--- config.mk ---
export PLATFORM = sky130hd
export DESIGN_NAME = imem_loader
export DESIGN_NICKNAME = d
export VERILOG_FILES = /design/src/rtl/imem_loader.sv
export SDC_FILE = /design/constraint.sdc
export NUM_CORES = 1
export LEC_CHECK = 0
export CORE_MARGIN = 5
export CORE_UTILIZATION = 45
export CTS_BUF_LIST = sky130_fd_sc_hd__clkbuf_8 sky130_fd_sc_hd__clkbuf_16
export CTS_CLUSTER_SIZE = 30
export DETAILED_ROUTE_END_ITERATION = 10
export GPL_ROUTABILITY_DRIVEN = 1
export PLACE_DENSITY = 0.67
export SLEW_MARGIN = 5
export SYNTH_ARGS = -nofsm -noshare
export SYNTH_HDL_FRONTEND = slang
export SYNTH_SLANG_ARGS = --single-unit
--- constraint.sdc ---
create_clock -name clk -period 2.3 [get_ports clk]
set_clock_uncertainty 0.05 [all_clocks]
set_input_delay 0.575 -clock clk [delete_from_list [all_inputs] [get_ports clk]]
set_output_delay 0.575 -clock clk [all_outputs]
set_load 0.02 [all_outputs]
--- src/rtl/imem_loader.sv ---
// Boot loader: assembles a byte stream into big-endian words, writes instruction memory from
// address 0 and releases the core from reset once the image checksum verifies.
module imem_loader #(
    parameter int unsigned ADDR_W = 10
) (
    input  logic              clk,
    input  logic              rst,
    input  logic              rx_valid,
    input  logic [7:0]        rx_data,
    output logic              rx_ready,
    output logic              imem_we,
    output logic [ADDR_W-1:0] imem_addr,
    output logic [31:0]       imem_wdata,
    output logic              cpu_rst,
    output logic              load_done,
    output logic              load_err
);

    localparam int unsigned IdxW     = ADDR_W + 1;
    localparam logic [16:0] MaxWords = 17'd1 << ADDR_W;

    typedef enum logic [2:0] {
        StCntHi,
        StCntLo,
        StData,
        StCheck,
        StDone,
        StError
    } state_e;

    state_e            state_q, state_d;
    logic [15:0]       n_q, n_d;
    logic [1:0]        byte_cnt_q, byte_cnt_d;
    logic [IdxW-1:0]   widx_q, widx_d;
    logic [7:0]        chk_q, chk_d;
    logic [23:0]       shift_q, shift_d;
    logic              we_q, we_d;
    logic [ADDR_W-1:0] addr_q, addr_d;
    logic [31:0]       wdata_q, wdata_d;
    logic              ready_q, ready_d;
    logic              done_q, done_d;
    logic              err_q, err_d;

    logic accept;
    logic last_word;

    assign accept    = rx_valid && ready_q;
    assign last_word = (17'(widx_q) + 17'd1) == {1'b0, n_q};

    always_comb begin
        state_d    = state_q;
        n_d        = n_q;
        byte_cnt_d = byte_cnt_q;
        widx_d     = widx_q;
        chk_d      = chk_q;
        shift_d    = shift_q;
        we_d       = 1'b0;
        addr_d     = addr_q;
        wdata_d    = wdata_q;

        if (accept) begin
            unique case (state_q)
                StCntHi: begin
                    n_d[15:8] = rx_data;
                    chk_d     = chk_q ^ rx_data;
                    state_d   = StCntLo;
                end
                StCntLo: begin
                    n_d[7:0] = rx_data;
                    chk_d    = chk_q ^ rx_data;
                    if ({1'b0, n_q[15:8], rx_data} > MaxWords) begin
                        state_d = StError;
                    end else if ({n_q[15:8], rx_data} == 16'd0) begin
                        state_d = StCheck;
                    end else begin
                        state_d = StData;
                    end
                end
                StData: begin
                    chk_d      = chk_q ^ rx_data;
                    shift_d    = {shift_q[15:0], rx_data};
                    byte_cnt_d = byte_cnt_q + 2'd1;
                    if (byte_cnt_q == 2'd3) begin
                        we_d    = 1'b1;
                        addr_d  = widx_q[ADDR_W-1:0];
                        wdata_d = {shift_q, rx_data};
                        widx_d  = widx_q + IdxW'(1);
                        if (last_word) begin
                            state_d = StCheck;
                        end
                    end
                end
                StCheck: begin
                    state_d = (rx_data == chk_q) ? StDone : StError;
                end
                default: ;
            endcase
        end

        // Outputs are registered from the next state so they land together with the state.
        ready_d = (state_d == StCntHi) || (state_d == StCntLo) ||
                  (state_d == StData)  || (state_d == StCheck);
        done_d  = (state_d == StDone);
        err_d   = (state_d == StError);
    end

    always_ff @(posedge clk or negedge rst) begin
        if (!rst) begin
            state_q    <= StCntHi;
            n_q        <= '0;
            byte_cnt_q <= '0;
            widx_q     <= '0;
            chk_q      <= '0;
            shift_q    <= '0;
            we_q       <= 1'b0;
            addr_q     <= '0;
            wdata_q    <= '0;
            ready_q    <= 1'b0;
            done_q     <= 1'b0;
            err_q      <= 1'b0;
        end else begin
            state_q    <= state_d;
            n_q        <= n_d;
            byte_cnt_q <= byte_cnt_d;
            widx_q     <= widx_d;
            chk_q      <= chk_d;
            shift_q    <= shift_d;
            we_q       <= we_d;
            addr_q     <= addr_d;
            wdata_q    <= wdata_d;
            ready_q    <= ready_d;
            done_q     <= done_d;
            err_q      <= err_d;
        end
    end

    assign rx_ready   = ready_q;
    assign imem_we    = we_q;
    assign imem_addr  = addr_q;
    assign imem_wdata = wdata_q;
    assign cpu_rst    = done_q;
    assign load_done  = done_q;
    assign load_err   = err_q;

endmodule

==> metrics.cfg <==
[clocking]
clock-sinks=110
cts-root-buf=clkbuf_8
cts_setup_buffers=0
ctsResizeCount=0
cts_buffers=9
cts_hold_buf=0
cts_tree=built
clockBufferDepth=2
clkTransAtPathRegs_ps=90
clock_latency_ps=370
cts_max_level=3

[die]
start_util_pct=46.5
die_h_um=114
io_pins=58
dieArea_um2=12900
rows=37
core_um2=10400
die_w_um=114

[place]
gp_congestion=0.836
hpwlAfterDp_um=7410
dp.cells=653
portBuffers=57

[synthesis]
ys_warn_count=0
ys_top_cells_by_area=dfrtp_1, nand2_1, mux2_2
syn_area_per_cell_um2=10.8
synth-edff-count=0
synth_flop_cell=dfrtp_1
synth_top_area_share_pct=57.1
syn_area_um2=4820
ys_seq_elements=110
synth_top_area_cell=dfrtp_1
yosysSeqAreaShare_pct=57.1
synth.distinct_cells=45
async_reset_ff_share_pct=100
syn-num-nets=461
synth_cells=448

[setup_path]
crit_type=input pin to flip-flop
worstPathMaxFanout=3
path_buf_inv=1
rrSetupSlack_ps=370
reg2regPathDepth=5
worstPathCellList=clkdlybuf4s50_1 > nor3_1 > nand3_1 > a221oi_1 > a2bb2oi_1 > o41ai_2
worstPathRequired_ps=2490
critPathMaxStageDelay_ps=460
rr_endpoint=state_q[0]
crit_path_end_kind=flip-flop
crit_family=compound AO/OA/AOI/OAI gates
worst_ep_arrival_time_ps=2270
crit_path_start_kind=input pin
critPathSlowestCell=clkdlybuf4s50_1
worstReg2RegStart=widx_q[4]

[detailed_routing]
wl_um=10300
viasPerCell=4.99
vias=3321
first_pass_iters=4
dr.first_iter.drc_count=162
wl_per_cell_um=15.4
drtAntennaViolNets=0
drc=0

[global_routing]
overflow=0
grt_max_degree=40
grt_pass1_wl_um=17700
grt_usage_pct=17.2
antenna_found_initial=0
first_global_vias=3500

[worst_hold_path]
hold_class=input pin to asynchronous set/reset pin

[timing]
slew_headroom_pct=71.5
period_minus_slack_ps=2090
tightest_slew_ps=428
maxSlewViolCount=0
finalCritPeriodShare_pct=90.7
finalSetupViolations=0
rsz0062_at_grt=no
hold_viol_final=0
max_freq_mhz=479

[status]
outcome=complete, no violations

[power_and_ir_drop]
p_seq_share_pct=55.3
p_int_mw=3.15
max-vdd-ir-drop_mv=0.347
finalPower_mw=4.32
clkPwrFrac_pct=28.2
leakage_nw=2.89
combPwrFrac_pct=16.5
switching_power_mw=1.17
power_density_nw_per_um2=730
netSwitchingFraction_pct=27.0

[cells_and_area]
area_growth_pct=22.6
fillers=912
antenna_cells=0
final_nets=541
drive_gt1_share_pct=18.9
layout.cells.non_filler=666
utilization_pct=57.0

[flow_run]
maxCapViolations=0

==> cells in the mapped netlist, types with 4 or more instances <==
master	n
nor2_1	17
buf_1	4
buf_2	5
o21ai_0	5
xnor2_1	24
xor2_1	20
clkbuf_1	5
mux2_2	42
nand4_1	4
nand3_1	7
nor4_1	5
nor3_1	7
nand2_1	148
dfrtp_1	110
==> how the worst max path moves through the flow <==
stage	to	startpoint	cells after the start	slack (ps)
4_1_cts	rx_ready	rx_ready	1	230
6_report	state_q[0]	rx_data[0]	6	210
5_1_grt	state_q[0]	rx_data[0]	6	110
3_5_place_dp	state_q[0]	rx_data[0]	6	-150
3_3_place_gp	state_q[0]	rx_data[4]	7	-100
2_1_floorplan	state_q[0]	rx_data[4]	5	420
==> registers in the layout, indices dropped and copies added (netlist names) <==
signal / cells
byte_cnt_q: 2
chk_q: 8
cpu_rst: 1
imem_addr: 10
imem_wdata: 32
imem_we: 1
load_err: 1
n_q: 16
rx_ready: 1
shift_q: 24
state_q: 3
widx_q: 11
==> power groups by stage <==
stage / Combinational, mW / Sequential, mW / Clock [mW]
after floorplan: 0.528 / 2.34 / 0
after global placement: 0.704 / 2.42 / 0
after detailed placement: 0.720 / 2.43 / 0
after CTS: 0.724 / 2.39 / 1.24
after global routing: 0.789 / 2.42 / 1.32
final: 0.714 / 2.39 / 1.22
==> routing by layer <==
metal | wire length [um] | share of wire [%] | track usage [%] | vias to the layer above
met5 | 0 | 0 | 0 | -
met1 | 4820 | 47 | 23.1 | 1621
met2 | 4800 | 47 | 27.8 | 62
met4 | 222 | 2.2 | 6.49 | 0
li1 | - | - | - | 1622
met3 | 402 | 3.9 | 3.08 | 16
==> cell families (layout without fill, tap and decap cells) <==
logic type	after synthesis	in the layout	synth area share, %
AND/OR/NAND/NOR	206	206	18.5
flip-flops	110	110	57.1
XOR/XNOR	44	44	7.99
multiplexers	42	42	9.80
buffers and inverters	25	107	2.98
AO/OA/AOI/OAI	19	19	3.11
adder cells (fa/ha/maj)	2	2	0.519
==> worst reg2reg max path, cell delays in order, from the launching register on <==
cell and delay (ps):
dfrtp_1 530, nand4_4 180, or3_4 420, o31a_1 300, a211oi_2 220, o41ai_2 100
==> cell type report <==
type,instances,area (um^2),share of cell area (%)
clock buffer,9,124,2.09
clock inverter,4,73.8,1.25
inverter,3,11.3,0.190
multi-input combinational,313,1930,32.7
sequential,110,2750,46.6
tap,136,170,2.88
timing repair buffer,91,848,14.3
==> layout by cell type, fill, tap and decap left out, drive strengths merged, types with 2 or more instances in the layout <==
cell / count
buf: 35
a211oi: 2
and2: 2
nor3: 8
xnor2: 24
nand4: 5
mux2: 42
clkbuf: 9
nor4: 5
nand2: 148
dfrtp: 110
inv: 4
nor2b: 3
a2bb2oi: 2
clkdlybuf4s50: 56
ha: 2
nor2: 17
xor2: 20
nand2b: 3
nand3: 7
a21oi: 2
o2111ai: 2
o21ai: 5
bufinv: 2
==> through the flow <==
stage	hold WS, ps	setup slack, ps	instance area [um^2]	setup TNS, ps
3_5_place_dp	404	-154	5720	-456
5_1_grt	107	110	5910	0
6_report	90.7	213	5910	0
4_1_cts	82.7	233	5910	0
2_1_floorplan	229	417	4820	0
3_3_place_gp	394	-97.5	5720	-243
No activity file was read; power rests on OpenSTA's default activity.
